$ cat config.mk
export PLATFORM = sky130hd
export DESIGN_NAME = vec_cfg_issue_ctrl_flat
export DESIGN_NICKNAME = d
export VERILOG_FILES = /design/src/rtl/vec_cfg_issue_ctrl_if.sv /design/src/rtl/vec_cfg_issue_ctrl.sv /design/src/flat_wrapper.sv
export SDC_FILE = /design/constraint.sdc
export NUM_CORES = 1
export LEC_CHECK = 0
export ABC_AREA = 1
export BUFFER_PORTS_ARGS = -buffer_cell sky130_fd_sc_hd__buf_2
export CAP_MARGIN = 20
export CORE_MARGIN = 2
export CORE_UTILIZATION = 35
export CTS_CLUSTER_SIZE = 25
export DETAILED_ROUTE_END_ITERATION = 10
export PLACE_DENSITY = 0.67
export SYNTH_ARGS = -nofsm -noshare
export SYNTH_HDL_FRONTEND = slang
export SYNTH_SLANG_ARGS = --single-unit
$ cat constraint.sdc
create_clock -name clk -period 7.9 [get_ports clk]
set_input_delay 1.58 -clock clk [delete_from_list [all_inputs] [get_ports clk]]
set_output_delay 1.58 -clock clk [all_outputs]
set_load 0.01 [all_outputs]
$ cat src/rtl/vec_cfg_issue_ctrl_if.sv
// Bundle between the vector config/issue controller, the scalar core and the vector LSU.
// Handshakes: a transfer happens on a rising clk edge where valid && ready; valid-side payload holds until then.
interface vec_cfg_issue_ctrl_if #(
    parameter int XLEN = 32
);
    logic            inst_valid;
    logic            inst_ready;
    logic [XLEN-1:0] vec_inst;
    logic [XLEN-1:0] rs1_data;
    logic [XLEN-1:0] rs2_data;

    logic            resp_valid;
    logic            resp_ready;
    logic [XLEN-1:0] resp_rd_data;
    logic            resp_illegal;

    logic            lsu_req_valid;
    logic            lsu_req_ready;
    logic [XLEN-1:0] lsu_base;
    logic [XLEN-1:0] lsu_stride;
    logic [1:0]      lsu_mop;
    logic [2:0]      lsu_eew;
    logic [XLEN-1:0] lsu_vl;
    logic            lsu_done;

    modport slave (
        input  inst_valid, vec_inst, rs1_data, rs2_data, resp_ready, lsu_req_ready, lsu_done,
        output inst_ready, resp_valid, resp_rd_data, resp_illegal,
        output lsu_req_valid, lsu_base, lsu_stride, lsu_mop, lsu_eew, lsu_vl
    );

    modport master (
        output inst_valid, vec_inst, rs1_data, rs2_data, resp_ready, lsu_req_ready, lsu_done,
        input  inst_ready, resp_valid, resp_rd_data, resp_illegal,
        input  lsu_req_valid, lsu_base, lsu_stride, lsu_mop, lsu_eew, lsu_vl
    );
endinterface

$ cat src/rtl/vec_cfg_issue_ctrl.sv
// Sequential vector controller: owns vl/vtype, executes vset{i}vl{i} and issues vector loads to the LSU.
// One instruction in flight; every instruction ends with exactly one response to the scalar core.
module vec_cfg_issue_ctrl #(
    parameter int XLEN       = 32,
    parameter int VLEN       = 512,
    parameter int ELEN       = 32,
    parameter int INDEXED_EN = 0
) (
    input  logic                clk,
    input  logic                reset,
    vec_cfg_issue_ctrl_if.slave bus,
    output logic [XLEN-1:0]     vl_o,
    output logic [XLEN-1:0]     vtype_o,
    output logic [2:0]          dbg_state_o
);
    typedef enum logic [2:0] {
        IDLE    = 3'd0,
        CONF    = 3'd1,
        LD_CHK  = 3'd2,
        LD_REQ  = 3'd3,
        LD_WAIT = 3'd4,
        RESP    = 3'd5
    } state_t;

    localparam logic [XLEN-1:0] VILL   = {1'b1, {(XLEN-1){1'b0}}};
    localparam logic [XLEN-1:0] VLEN_X = XLEN'(VLEN);
    localparam logic [31:0]     ELEN_W = 32'(ELEN);

    state_t          state_q;
    logic [XLEN-1:0] inst_q, rs1_q, rs2_q;
    logic [XLEN-1:0] vl_q, vtype_q;
    logic [XLEN-1:0] resp_rd_q;
    logic            resp_ill_q;
    logic            inst_ready_q, resp_valid_q, lsu_req_valid_q;

    logic            cfg_bad, vtype_bad;
    logic [XLEN-1:0] vtype_d, avl, vlmax, vl_d;
    logic [2:0]      vlmul, vsew;
    logic [31:0]     sew_bits;
    logic            ld_bad;
    logic [31:0]     ld_eew;
    logic            width_ok;

    // Config decode: vtype source and AVL selection from the latched instruction.
    always_comb begin
        cfg_bad = 1'b0;
        vtype_d = '0;
        avl     = '0;
        if (!inst_q[31])
            vtype_d = {{(XLEN-11){1'b0}}, inst_q[30:20]};
        else if (inst_q[31:30] == 2'b11)
            vtype_d = {{(XLEN-10){1'b0}}, inst_q[29:20]};
        else if (inst_q[31:25] == 7'b1000000)
            vtype_d = rs2_q;
        else
            cfg_bad = 1'b1;
        if (inst_q[31:30] == 2'b11)
            avl = {{(XLEN-5){1'b0}}, inst_q[19:15]};
        else if (inst_q[19:15] != 5'd0)
            avl = rs1_q;
        else if (inst_q[11:7] != 5'd0)
            avl = '1;
        else
            avl = vl_q;
    end

    // Fractional LMUL check: SEW > ELEN*LMUL  <=>  SEW * 2^(8-vlmul) > ELEN.
    always_comb begin
        vlmul     = vtype_d[2:0];
        vsew      = vtype_d[5:3];
        sew_bits  = 32'd8 << vsew;
        vtype_bad = (|vtype_d[XLEN-2:8]) || (vlmul == 3'b100) || (sew_bits > ELEN_W) ||
                    (vlmul[2] && ((sew_bits << (4'd8 - {1'b0, vlmul})) > ELEN_W));
        if (vlmul[2])
            vlmax = (VLEN_X >> ({1'b0, vsew} + 4'd3)) >> (4'd8 - {1'b0, vlmul});
        else
            vlmax = (VLEN_X >> ({1'b0, vsew} + 4'd3)) << vlmul[1:0];
        vl_d = (avl < vlmax) ? avl : vlmax;
    end

    always_comb begin
        width_ok = 1'b1;
        ld_eew   = 32'd0;
        case (inst_q[14:12])
            3'b000:  ld_eew = 32'd8;
            3'b101:  ld_eew = 32'd16;
            3'b110:  ld_eew = 32'd32;
            3'b111:  ld_eew = 32'd64;
            default: width_ok = 1'b0;
        endcase
        ld_bad = vtype_q[XLEN-1] || (inst_q[26] && (INDEXED_EN == 0)) ||
                 !width_ok || (ld_eew > ELEN_W);
    end

    always_ff @(posedge clk or posedge reset) begin
        if (reset) begin
            state_q         <= IDLE;
            inst_q          <= '0;
            rs1_q           <= '0;
            rs2_q           <= '0;
            vl_q            <= '0;
            vtype_q         <= VILL;
            resp_rd_q       <= '0;
            resp_ill_q      <= 1'b0;
            inst_ready_q    <= 1'b1;
            resp_valid_q    <= 1'b0;
            lsu_req_valid_q <= 1'b0;
        end else begin
            case (state_q)
                IDLE: begin
                    if (bus.inst_valid) begin
                        inst_q       <= bus.vec_inst;
                        rs1_q        <= bus.rs1_data;
                        rs2_q        <= bus.rs2_data;
                        inst_ready_q <= 1'b0;
                        if (bus.vec_inst[6:0] == 7'h57 && bus.vec_inst[14:12] == 3'b111) begin
                            state_q <= CONF;
                        end else if (bus.vec_inst[6:0] == 7'h07) begin
                            state_q <= LD_CHK;
                        end else begin
                            state_q      <= RESP;
                            resp_rd_q    <= '0;
                            resp_ill_q   <= 1'b1;
                            resp_valid_q <= 1'b1;
                        end
                    end
                end
                CONF: begin
                    state_q      <= RESP;
                    resp_valid_q <= 1'b1;
                    resp_rd_q    <= '0;
                    resp_ill_q   <= cfg_bad;
                    if (!cfg_bad) begin
                        // An unsupported vtype sets vill rather than trapping.
                        if (vtype_bad) begin
                            vtype_q <= VILL;
                            vl_q    <= '0;
                        end else begin
                            vtype_q   <= vtype_d;
                            vl_q      <= vl_d;
                            resp_rd_q <= vl_d;
                        end
                    end
                end
                LD_CHK: begin
                    resp_rd_q <= '0;
                    if (ld_bad || vl_q == '0) begin
                        state_q      <= RESP;
                        resp_ill_q   <= ld_bad;
                        resp_valid_q <= 1'b1;
                    end else begin
                        state_q         <= LD_REQ;
                        lsu_req_valid_q <= 1'b1;
                    end
                end
                LD_REQ: begin
                    if (bus.lsu_req_ready) begin
                        state_q         <= LD_WAIT;
                        lsu_req_valid_q <= 1'b0;
                    end
                end
                LD_WAIT: begin
                    if (bus.lsu_done) begin
                        state_q      <= RESP;
                        resp_rd_q    <= '0;
                        resp_ill_q   <= 1'b0;
                        resp_valid_q <= 1'b1;
                    end
                end
                RESP: begin
                    if (bus.resp_ready) begin
                        state_q      <= IDLE;
                        resp_valid_q <= 1'b0;
                        inst_ready_q <= 1'b1;
                    end
                end
                default: begin
                    state_q         <= IDLE;
                    inst_ready_q    <= 1'b1;
                    resp_valid_q    <= 1'b0;
                    lsu_req_valid_q <= 1'b0;
                end
            endcase
        end
    end

    logic unused_inst_bits;
    assign unused_inst_bits = ^inst_q[6:0];

    assign bus.inst_ready    = inst_ready_q;
    assign bus.resp_valid    = resp_valid_q;
    assign bus.resp_rd_data  = resp_rd_q;
    assign bus.resp_illegal  = resp_ill_q;
    assign bus.lsu_req_valid = lsu_req_valid_q;
    assign bus.lsu_base      = rs1_q;
    assign bus.lsu_stride    = (inst_q[27:26] == 2'b10) ? rs2_q : '0;
    assign bus.lsu_mop       = inst_q[27:26];
    assign bus.lsu_eew       = inst_q[14:12];
    assign bus.lsu_vl        = vl_q;
    assign vl_o              = vl_q;
    assign vtype_o           = vtype_q;
    assign dbg_state_o       = state_q;
endmodule
$ cat src/flat_wrapper.sv
// flat-port wrapper written by rule: the top's interface ports become plain ports
module vec_cfg_issue_ctrl_flat 
#(
    parameter int XLEN       = 32,
    parameter int VLEN       = 512,
    parameter int ELEN       = 32,
    parameter int INDEXED_EN = 0
)
  (clk, reset, vl_o, vtype_o, dbg_state_o, bus_inst_valid, bus_vec_inst, bus_rs1_data, bus_rs2_data, bus_resp_ready, bus_lsu_req_ready, bus_lsu_done, bus_inst_ready, bus_resp_valid, bus_resp_rd_data, bus_resp_illegal, bus_lsu_req_valid, bus_lsu_base, bus_lsu_stride, bus_lsu_mop, bus_lsu_eew, bus_lsu_vl);
  vec_cfg_issue_ctrl_if #(.XLEN(XLEN)) bus_i ();
  input  logic clk;
  input  logic reset;
  output logic [XLEN-1:0] vl_o;
  output logic [XLEN-1:0] vtype_o;
  output logic [2:0] dbg_state_o;
  input wire logic [$bits(bus_i.inst_valid)-1:0] bus_inst_valid;
  input wire logic [$bits(bus_i.vec_inst)-1:0] bus_vec_inst;
  input wire logic [$bits(bus_i.rs1_data)-1:0] bus_rs1_data;
  input wire logic [$bits(bus_i.rs2_data)-1:0] bus_rs2_data;
  input wire logic [$bits(bus_i.resp_ready)-1:0] bus_resp_ready;
  input wire logic [$bits(bus_i.lsu_req_ready)-1:0] bus_lsu_req_ready;
  input wire logic [$bits(bus_i.lsu_done)-1:0] bus_lsu_done;
  output wire logic [$bits(bus_i.inst_ready)-1:0] bus_inst_ready;
  output wire logic [$bits(bus_i.resp_valid)-1:0] bus_resp_valid;
  output wire logic [$bits(bus_i.resp_rd_data)-1:0] bus_resp_rd_data;
  output wire logic [$bits(bus_i.resp_illegal)-1:0] bus_resp_illegal;
  output wire logic [$bits(bus_i.lsu_req_valid)-1:0] bus_lsu_req_valid;
  output wire logic [$bits(bus_i.lsu_base)-1:0] bus_lsu_base;
  output wire logic [$bits(bus_i.lsu_stride)-1:0] bus_lsu_stride;
  output wire logic [$bits(bus_i.lsu_mop)-1:0] bus_lsu_mop;
  output wire logic [$bits(bus_i.lsu_eew)-1:0] bus_lsu_eew;
  output wire logic [$bits(bus_i.lsu_vl)-1:0] bus_lsu_vl;
  assign bus_i.inst_valid = bus_inst_valid;
  assign bus_i.vec_inst = bus_vec_inst;
  assign bus_i.rs1_data = bus_rs1_data;
  assign bus_i.rs2_data = bus_rs2_data;
  assign bus_i.resp_ready = bus_resp_ready;
  assign bus_i.lsu_req_ready = bus_lsu_req_ready;
  assign bus_i.lsu_done = bus_lsu_done;
  assign bus_inst_ready = bus_i.inst_ready;
  assign bus_resp_valid = bus_i.resp_valid;
  assign bus_resp_rd_data = bus_i.resp_rd_data;
  assign bus_resp_illegal = bus_i.resp_illegal;
  assign bus_lsu_req_valid = bus_i.lsu_req_valid;
  assign bus_lsu_base = bus_i.lsu_base;
  assign bus_lsu_stride = bus_i.lsu_stride;
  assign bus_lsu_mop = bus_i.lsu_mop;
  assign bus_lsu_eew = bus_i.lsu_eew;
  assign bus_lsu_vl = bus_i.lsu_vl;
  vec_cfg_issue_ctrl #(.XLEN(XLEN), .VLEN(VLEN), .ELEN(ELEN), .INDEXED_EN(INDEXED_EN)) u_core (.clk(clk), .reset(reset), .bus(bus_i), .vl_o(vl_o), .vtype_o(vtype_o), .dbg_state_o(dbg_state_o));
endmodule
* Word-level counts from Yosys, hierarchy flattened
Cells that the tools add are included.
** Word-level totals
- Word-level logic and storage cells :: 123
- Output and inout port bits :: 204
- Bits in registers :: 199
- Bits of input ports :: 102
** Cells by class
- Mux-type cells :: 46
- Equality and inequality tests :: 23
- Bitwise logic cells :: 4
- Shift operators :: 5
- Reduce and logical (&&, ||, !) cells :: 28
- $lt $le $gt $ge :: 4
- $add $sub $neg :: 2
** Operator list (count)
- $mux 32 :: 16
- $pmux 32 s4 :: 1
- $gt 32x6->1 const B :: 2
- $logic_not 32->1 :: 1
- $lt 32x32->1 :: 1
- $shl 32x2->32 :: 1
- $shl 32x4->32 :: 1
- $shl 4x3->32 const A :: 1
- $shr 10x4->32 const A :: 1
- $shr 32x4->32 :: 1
- $pmux 7 s4 :: 1
- $reduce_or 23->1 :: 1
- $eq 3x3->1 const B :: 7
- $mux 3 :: 7
- $pmux 3 s6 :: 1
- $mux 1 :: 16
- $eq 7x7->1 const B :: 2
- $ne 2x2->1 const B :: 7
- $reduce_or 4->1 :: 3
- $reduce_bool 5->1 :: 2
- $eq 7x3->1 const B :: 1
- $gt 7x6->1 const B :: 1
- $logic_or 1x1->1 :: 7
- $reduce_and 7->1 :: 1
- other kinds (19) :: 29

* Depth between registers and ports, before layout
Gate-level depths: netlist of the first run.
- Word-level depth :: 13
- Mapped depth :: 27
- Gate-level depth less buffers :: 25

* Worst setup path after synthesis of the first run
Ideal clock, no wire load.
- Kind :: register -> register
- Start :: register u_core.inst_q[30]
- End :: register u_core.vl_q[2], in the netlist u_core.bus.lsu_vl[2]
- Setup slack :: 4.433 ns
- Arrival :: 3.343 ns
- Stages on the path, launching flop included :: 23
- Library setup time :: 0.124 ns
- Data required time :: 7.776 ns
- Buffers on the path :: 2
- Clock period less this slack :: 3.467 ns
- Cell sequence :: dfrtp_1 nor2_1 nand2_2 nor2_8 inv_4 o22ai_4 inv_4 ha_1 inv_1 clkbuf_1 nand4_1 nand2_1 o221ai_1 ha_1 a21oi_1 nor2_1 a211oi_1 nand2_1 nand2_4 nand2_2 buf_6 o21ai_1 nand2_1
** Between the ends
- Word-level cells in the longest chain between the ends :: 11
- Elaborated cells between the ends (all ways) :: 30
- Those cells by class :: add/sub: 2; order compare: 3; eq/ne: 3; shift: 5; mux: 10; bitwise: 1; reduce/logical: 6
** Ends and longest elaborated chain
- from (decl) :: RTL line vec_cfg_issue_ctrl.sv:30 : logic [XLEN-1:0] inst_q, rs1_q, rs2_q;
- from (signal assigned) :: RTL line vec_cfg_issue_ctrl.sv:112 : inst_q <= bus.vec_inst;
- $eq 7x7->1 :: RTL line vec_cfg_issue_ctrl.sv:53 : else if (inst_q[31:25] == 7'b1000000)
- $mux 32 :: RTL line vec_cfg_issue_ctrl.sv:53
- $mux 32 :: RTL line vec_cfg_issue_ctrl.sv:51 : else if (inst_q[31:30] == 2'b11)
- $mux 32 :: RTL line vec_cfg_issue_ctrl.sv:49 : if (!inst_q[31])
- $add 3x2->4 :: RTL line vec_cfg_issue_ctrl.sv:75, vec_cfg_issue_ctrl.sv:77
- $shr 10x4->32 :: RTL line vec_cfg_issue_ctrl.sv:75, vec_cfg_issue_ctrl.sv:77
- $shr 32x4->32 / $shl 32x2->32 (equally long branches) :: RTL line vec_cfg_issue_ctrl.sv:75, vec_cfg_issue_ctrl.sv:77
- $mux 32 :: RTL line vec_cfg_issue_ctrl.sv:74 : if (vlmul[2])
- $lt 32x32->1 :: RTL line vec_cfg_issue_ctrl.sv:78 : vl_d = (avl < vlmax) ? avl : vlmax;
- $mux 32 :: RTL line vec_cfg_issue_ctrl.sv:78
- $mux 32 :: RTL line vec_cfg_issue_ctrl.sv:135 : if (vtype_bad) begin
- to (signal assigned) :: RTL line vec_cfg_issue_ctrl.sv:140 : vl_q <= vl_d;
- to (decl) :: RTL line vec_cfg_issue_ctrl.sv:31 : logic [XLEN-1:0] vl_q, vtype_q;
Parallel ways exist; a longest one is shown, timed or not.
A chain may end at the register's enable or synchronous reset.

* Final worst setup path of the first run
- Start :: register u_core.inst_q[30]
- End :: register u_core.vl_q[1], in the netlist u_core.bus.lsu_vl[1]
Same word-level chain as after synthesis.

==> results.yml, run 1 <==
floorplanning:
  core-area_sq_um: 25900
  placementRows: 59
  boundaryPins: 306
  die_y_um: 166
  dieArea_sq_um: 27500
  die_w_um: 166
  start_util: 0.354
synthesis:
  synth_edf_count: 0
  syn_area_sq_um: 9160
  synth_cells: 1040
  synthArstFlopShare: 1.00
  syn_nets: 1153
  synth_mux_area_frac: 0.0553
  synth_area_leaders: "dfrtp_1 (52%), nor2_1 (6.6%), inv_1 (6.5%), mux2_2 (5.5%), nand2_1 (5.4%)"
  yosysTopAreaCellShare: 0.519
  synthTopCellsByCount: "dfrtp_1 (190), nor2_1 (161), inv_1 (158)"
  synth_cell_types: 47
  yosys.cell_count.top_type: "dfrtp_1"
  yosysTopAreaCell: "dfrtp_1"
  synthAdderAreaFrac: 0.0150
  synth-seq-cells: 192
  ys.flop_type: "dfrtp_1"
  syn_area_per_cell_sq_um: 8.81
  yosysSeqAreaShare: 0.525
  synth_top_family_by_area: "simple AND/OR/NAND/NOR gates"
  synthSimpleGateAreaFrac: 0.179
  yosysWarnings: 0
  synth_compound_area_frac: 0.109
  synth_xor_area_frac: 0
sta:
  fmax_mhz: 241
  clock_skew_ns: 0.0227
  finalCriticalPeriod_ns: 4.15
  hold_viol: 0
  finalCritPeriodShare: 0.525
  setup-tns-final_ns: 0
  setup_violations: 0
  tightest_slew_ns: 0.963
  slew_viol_final: 0
  rsz0062_at_grt: "no"
  max_slew_margin: 0.357
clock_tree:
  cts_tree: "yes"
  clk_pin_slew_ns: 0.08
  hold_buffers: 0
  cts.htree.levels: 4
  cts_buffers: 17
  postCtsSetupBuffers: 0
  clock-sinks: 192
  cts_resized: 0
  clk_latency_ns: 0.44
  cts-root-buf: "clkbuf_16"
  clockBufferDepth: 2
power:
  switchingPower_uw: 1850
  netSwitchingFraction: 0.432
  pwr-share-clk: 0.205
  p_leak_uw: 0.00645
  pwr-share-comb: 0.454
  power_uw: 4280
  p_int_uw: 2430
  power_frac_seq: 0.341
  vdd_drop_max_v: 0.000154
  cellPowerDensity_nw_per_um2: 376
grt:
  first_global_vias: 7710
  grt_overflow_total: 0
  track_usage: 0.197
  antenna_found_initial: 4
  grt_first_pass_wirelength_mm: 43.0
  grt_max_degree: 132
status:
  status: "completed"
layout:
  final_net_count: 1407
  utilization: 0.439
  syn_to_final_growth_pct: 24.2
  drive_gt1_frac: 0.324
  fin_cells: 1645
detailed_routing:
  finalWirelength_mm: 26.7
  drc_errors: 0
  drtPass1Iterations: 6
  viasPerCell: 4.78
  detail_route.wl_per_cell_um: 16.2
  drtIter0Drc: 474
  vias: 7855
  ant_nets: 0
setup_path:
  worstPathRequired_ns: 8.26
  critPathLaunchType: "flip-flop"
  crit_fanout: 17
  critical_path_class: "reg -> reg"
  worstPathArrival_ns: 4.51
  end_kind: "flip-flop"
placement:
  gp_congestion: 0.869
  portBuffers: 305
  detailed_place_hpwl_mm: 19.9
  dp_cells: 1609
hold_path:
  hold_path_class: "reg -> reg"
run:
  max_cap_violations: 0
[sequential cells by signal, indices dropped and copies added (netlist names)]
register / cells
u_core.bus.inst_ready: 1
u_core.bus.lsu_base: 32
u_core.bus.lsu_req_valid: 1
u_core.bus.lsu_vl: 32
u_core.bus.resp_illegal: 1
u_core.bus.resp_rd_data: 32
u_core.bus.resp_valid: 1
u_core.dbg_state_o: 3
u_core.inst_q: 25
u_core.rs2_q: 32
u_core.vtype_o: 32
[layout by cell type (no fill, tap or decap), types with 4 or more instances in the layout]
cell         n
ha_1        11
clkbuf_16   17
o221ai_1    18
buf_4        4
o21ai_1      6
inv_2        8
or2_2        7
o22ai_1      7
nor4_1      11
inv_6        4
nor3_1       6
buf_2      305
nand4_1     10
o21ai_0     43
inv_1      156
nor2_1     161
a21oi_1     70
nand3_1     38
a22oi_1      4
nand2_1    132
dfrtp_1    190
mux2_2      45
clkinv_8     5
[cell type report]
class                      count  area (sq um)
antenna                        3          7.51
clock inverter                14           161
sequential                   192          4810
timing repair buffer         311          1610
clock buffer                  18           439
tap                          335           419
fill                        2589         14500
inverter                     167           639
multi-input combinational    605          3290
[stage by stage]
step                      hold WS [ns]  worst slack [ns]  area, sq um
after floorplan                  0.480              1.10         9160
after global placement           0.444              3.89        10700
after detailed placement         0.447              3.80        10700
after CTS                        0.467              3.76        11300
after global routing             0.486              3.31        11400
final                            0.461              3.75        11400
[final timing paths]
| kind | startpoint | to | slack [ns] | cells after the start |
|---|---|---|---|---|
| setup / recovery | u_core.inst_q[30]$_DFFE_PP0P_ | u_core.bus.lsu_vl[1]$_DFFE_PP0P_ | 3.75 | 23 |
| hold / removal | u_core.bus.resp_rd_data[27]$_DFFE_PP0P_ | u_core.bus.resp_rd_data[27]$_DFFE_PP0P_ | 0.46 | 2 |
| setup reg to reg | u_core.inst_q[30]$_DFFE_PP0P_ | u_core.bus.lsu_vl[1]$_DFFE_PP0P_ | 3.75 | 23 |
| hold reg to reg | u_core.bus.resp_rd_data[27]$_DFFE_PP0P_ | u_core.bus.resp_rd_data[27]$_DFFE_PP0P_ | 0.46 | 2 |
| max in group asynchronous | reset | u_core.vtype_o[24]$_DFFE_PP0P_ | 5.17 | 3 |
| min in group asynchronous | reset | u_core.vtype_o[29]$_DFFE_PP0P_ | 1.33 | 2 |
[worst max-delay path: stages (launching register included)]
cell and delay (ns):
dfrtp_1 0.43, nor2_1 0.13, nand2_2 0.10, nor2_8 0.28
inv_4 0.11, o22ai_4 0.32, inv_4 0.11, ha_1 0.35
inv_1 0.28, nand3_1 0.14, nand2_1 0.08, nand3_1 0.08
nand2_1 0.07, o221ai_1 0.14, ha_1 0.22, a21oi_1 0.15
nor2_1 0.05, a211oi_1 0.16, nand2_1 0.12, nand2_4 0.11
nand2_2 0.15, a21oi_1 0.26, o21ai_1 0.13, nand2_1 0.09
[power groups by stage]
stage | logic [uW] | clock network [uW] | registers (uW)
after detailed placement | 1940 | 0 | 1480
final | 1940 | 878 | 1460
after global routing | 2180 | 939 | 1500
after global placement | 1910 | 0 | 1470
after CTS | 1950 | 904 | 1460
after floorplan | 1300 | 0 | 1480
[cells by family (layout without fill, tap and decap cells)]
group                      count (synthesis)  after routing
and+or+nand+nor                          383            383
buffers and inverters                    243            510
DFF                                      192            192
AOI/OAI and AO/OA                        166            166
muxes                                     45             45
adders and majority gates                 11             11
other                                      0              3
[routing by layer]
layer  share of wire  up-vias  track usage
li1                -     3835            -
met1            0.47     3730        0.277
met2            0.46      267        0.313
met3           0.057       23       0.0374
met4           0.016        0       0.0544
met5               0        -            0
No activity file was read; power rests on OpenSTA's default activity.
==> run 2, diff against run 1 <==
PLACE_DENSITY = 0.69   (was 0.67)
clock period = 3.8 ns   (was 7.9 ns; I/O delays follow)
==> results.yml, run 2 (synthesis gave the netlist of run 1 again) <==
detailed_routing:
  drtPass1Iterations: 5
  detail_route.wl_per_cell_um: 16.3
  viasPerCell: 4.79
  drtIter0Drc: 557
  drc_errors: 0
  ant_nets: 0
  vias: 7941
  finalWirelength_mm: 27.0
setup_path:
  critical_path_class: "reg -> reg"
  worstPathArrival_ns: 3.86
  reg2reg_depth: 19
  end_kind: "flip-flop"
  worstPathRequired_ns: 4.17
  critPathLaunchType: "flip-flop"
  rr_startpoint: "u_core.inst_q[27]$_DFFE_PP0P_"
  cp-endpoint: "u_core.bus.resp_rd_data[2]$_DFFE_PP0P_"
  rrSetupSlack_ns: 0.31
  crit_start: "u_core.inst_q[27]$_DFFE_PP0P_"
  crit_fanout: 11
  timing.rr.end: "u_core.bus.resp_rd_data[2]$_DFFE_PP0P_"
power:
  p_leak_uw: 0.00652
  pwr-share-comb: 0.461
  netSwitchingFraction: 0.434
  pwr-share-clk: 0.206
  vdd_drop_max_v: 0.000344
  power_uw: 9060
  cellPowerDensity_nw_per_um2: 785
  p_int_uw: 5130
  power_frac_seq: 0.333
  switchingPower_uw: 3940
status:
  status: "completed"
layout:
  seqCellArea_sq_um: 4810
  final_net_count: 1421
  n_fill_cell: 2584
  final_area_sq_um: 11500
  final_common_cell: "buf_2"
  multi_input_area_sq_um: 3340
  syn_to_final_growth_pct: 26.0
  fin_cells: 1658
  drive_gt1_frac: 0.340
  layout_common_cells: "buf_2 (305), dfrtp_1 (188), nor2_1 (159), inv_1 (155), nand2_1 (131)"
grt:
  grt_overflow_total: 0
  grt_max_degree: 88
  track_usage: 0.195
  antenna_found_initial: 4
  first_global_vias: 7562
  grt_first_pass_wirelength_mm: 42.2
floorplanning:
  placementRows: 59
  dieArea_sq_um: 27500
  start_util: 0.354
  die_y_um: 166
  boundaryPins: 306
  die_w_um: 166
  core-area_sq_um: 25900
sta:
  setup_violations: 0
  slew_viol_final: 0
  clock_skew_ns: 0.0165
  finalCriticalPeriod_ns: 3.49
  hold_viol: 0
  fmax_mhz: 287
  tightest_slew_ns: 1.05
  max_slew_margin: 0.300
  finalCritPeriodShare: 0.917
clock_tree:
  cts_buffers: 17
  clock-sinks: 192
  cts-root-buf: "clkbuf_16"
  hold_buffers: 0
  clk_pin_slew_ns: 0.09
  cts.htree.levels: 4
  cts_tree: "yes"
  clockBufferDepth: 2
  clk_latency_ns: 0.44
placement:
  portBuffers: 305
  dp_cells: 1621
  detailed_place_hpwl_mm: 20.2
  gp_congestion: 0.872
  place_area_sq_um: 10800
hold_path:
  hold_path_class: "in -> async"
run:
  max_cap_violations: 0
-- run 2: metrics by stage --
stage          utilization  TNS (ns)  worst slack, ns  hold slack (ns)
4_1_cts              0.442         0           0.0405            0.382
3_5_place_dp         0.418         0           0.0738            0.446
5_1_grt              0.445  -0.00117         -0.00101            0.411
2_1_floorplan            -         0            0.333            0.480
3_3_place_gp         0.418         0            0.151            0.444
6_report             0.446         0            0.314            0.390
-- run 2: critical path: stages (launching register included) --
cell and delay, ns:
dfrtp_1 0.43, nor2_2 0.06, nand2_2 0.11, nor2_8 0.07, buf_12 0.12, buf_4 0.16
a21oi_4 0.22, nand3_1 0.17, o21ai_0 0.38, o221ai_1 0.25, ha_1 0.36, a21oi_1 0.15
nor2_1 0.06, a211oi_1 0.17, nand2_1 0.12, nand2_4 0.12, nand2_4 0.11, a21oi_2 0.17
o21ai_1 0.11, nand2_1 0.07
-- run 2: metal layers --
metal / global-route usage / vias up / routed length [um]
met1: 0.270 / 3756 / 12400
met5: 0 / - / 27
met2: 0.311 / 297 / 12500
met4: 0.0590 / 4 / 458
met3: 0.0372 / 33 / 1580
li1: - / 3851 / -
-- run 2: how the worst min path moves through the flow --
stage | startpoint | end | slack, ns | depth (start not counted)
floorplan | u_core.inst_q[21]$_DFFE_PP0P_ | u_core.inst_q[21]$_DFFE_PP0P_ | 0.48 | 1
global placement | u_core.bus.resp_rd_data[27]$_DFFE_PP0P_ | u_core.bus.resp_rd_data[27]$_DFFE_PP0P_ | 0.44 | 2
detailed placement | u_core.bus.resp_rd_data[10]$_DFFE_PP0P_ | u_core.bus.resp_rd_data[10]$_DFFE_PP0P_ | 0.45 | 2
CTS | reset | u_core.vtype_o[27]$_DFFE_PP0P_ | 0.38 | 2
global route | reset | u_core.vtype_o[5]$_DFFE_PP0P_ | 0.41 | 2
finish | reset | u_core.vtype_o[5]$_DFFE_PP0P_ | 0.39 | 2
-- run 2: layout make-up --
type                    count  area share
multi-input cells         605       0.289
well taps                 335      0.0363
repair buffers            325       0.148
clock inverters            14      0.0158
inverters                 167      0.0553
flip-flops and latches    192       0.417
clock buffers              18      0.0380
diodes                      2    0.000434
-- run 2: power groups by stage --
| stage | sequential, uW | clock (uW) | combinational [uW] |
|---|---|---|---|
| floorplan | 3080 | 0 | 2690 |
| global placement | 3040 | 0 | 4030 |
| detailed placement | 3060 | 0 | 4060 |
| CTS | 3020 | 1920 | 4090 |
| global route | 3110 | 2000 | 4640 |
| finish | 3020 | 1870 | 4170 |
-- run 2: what timing repair did --
item | in CTS | in global routing
gates resized for setup | 0 | 15
endpoints found under the setup margin | 0 | 20
hold endpoints to repair | 0 | 0
setup buffers | 0 | 3
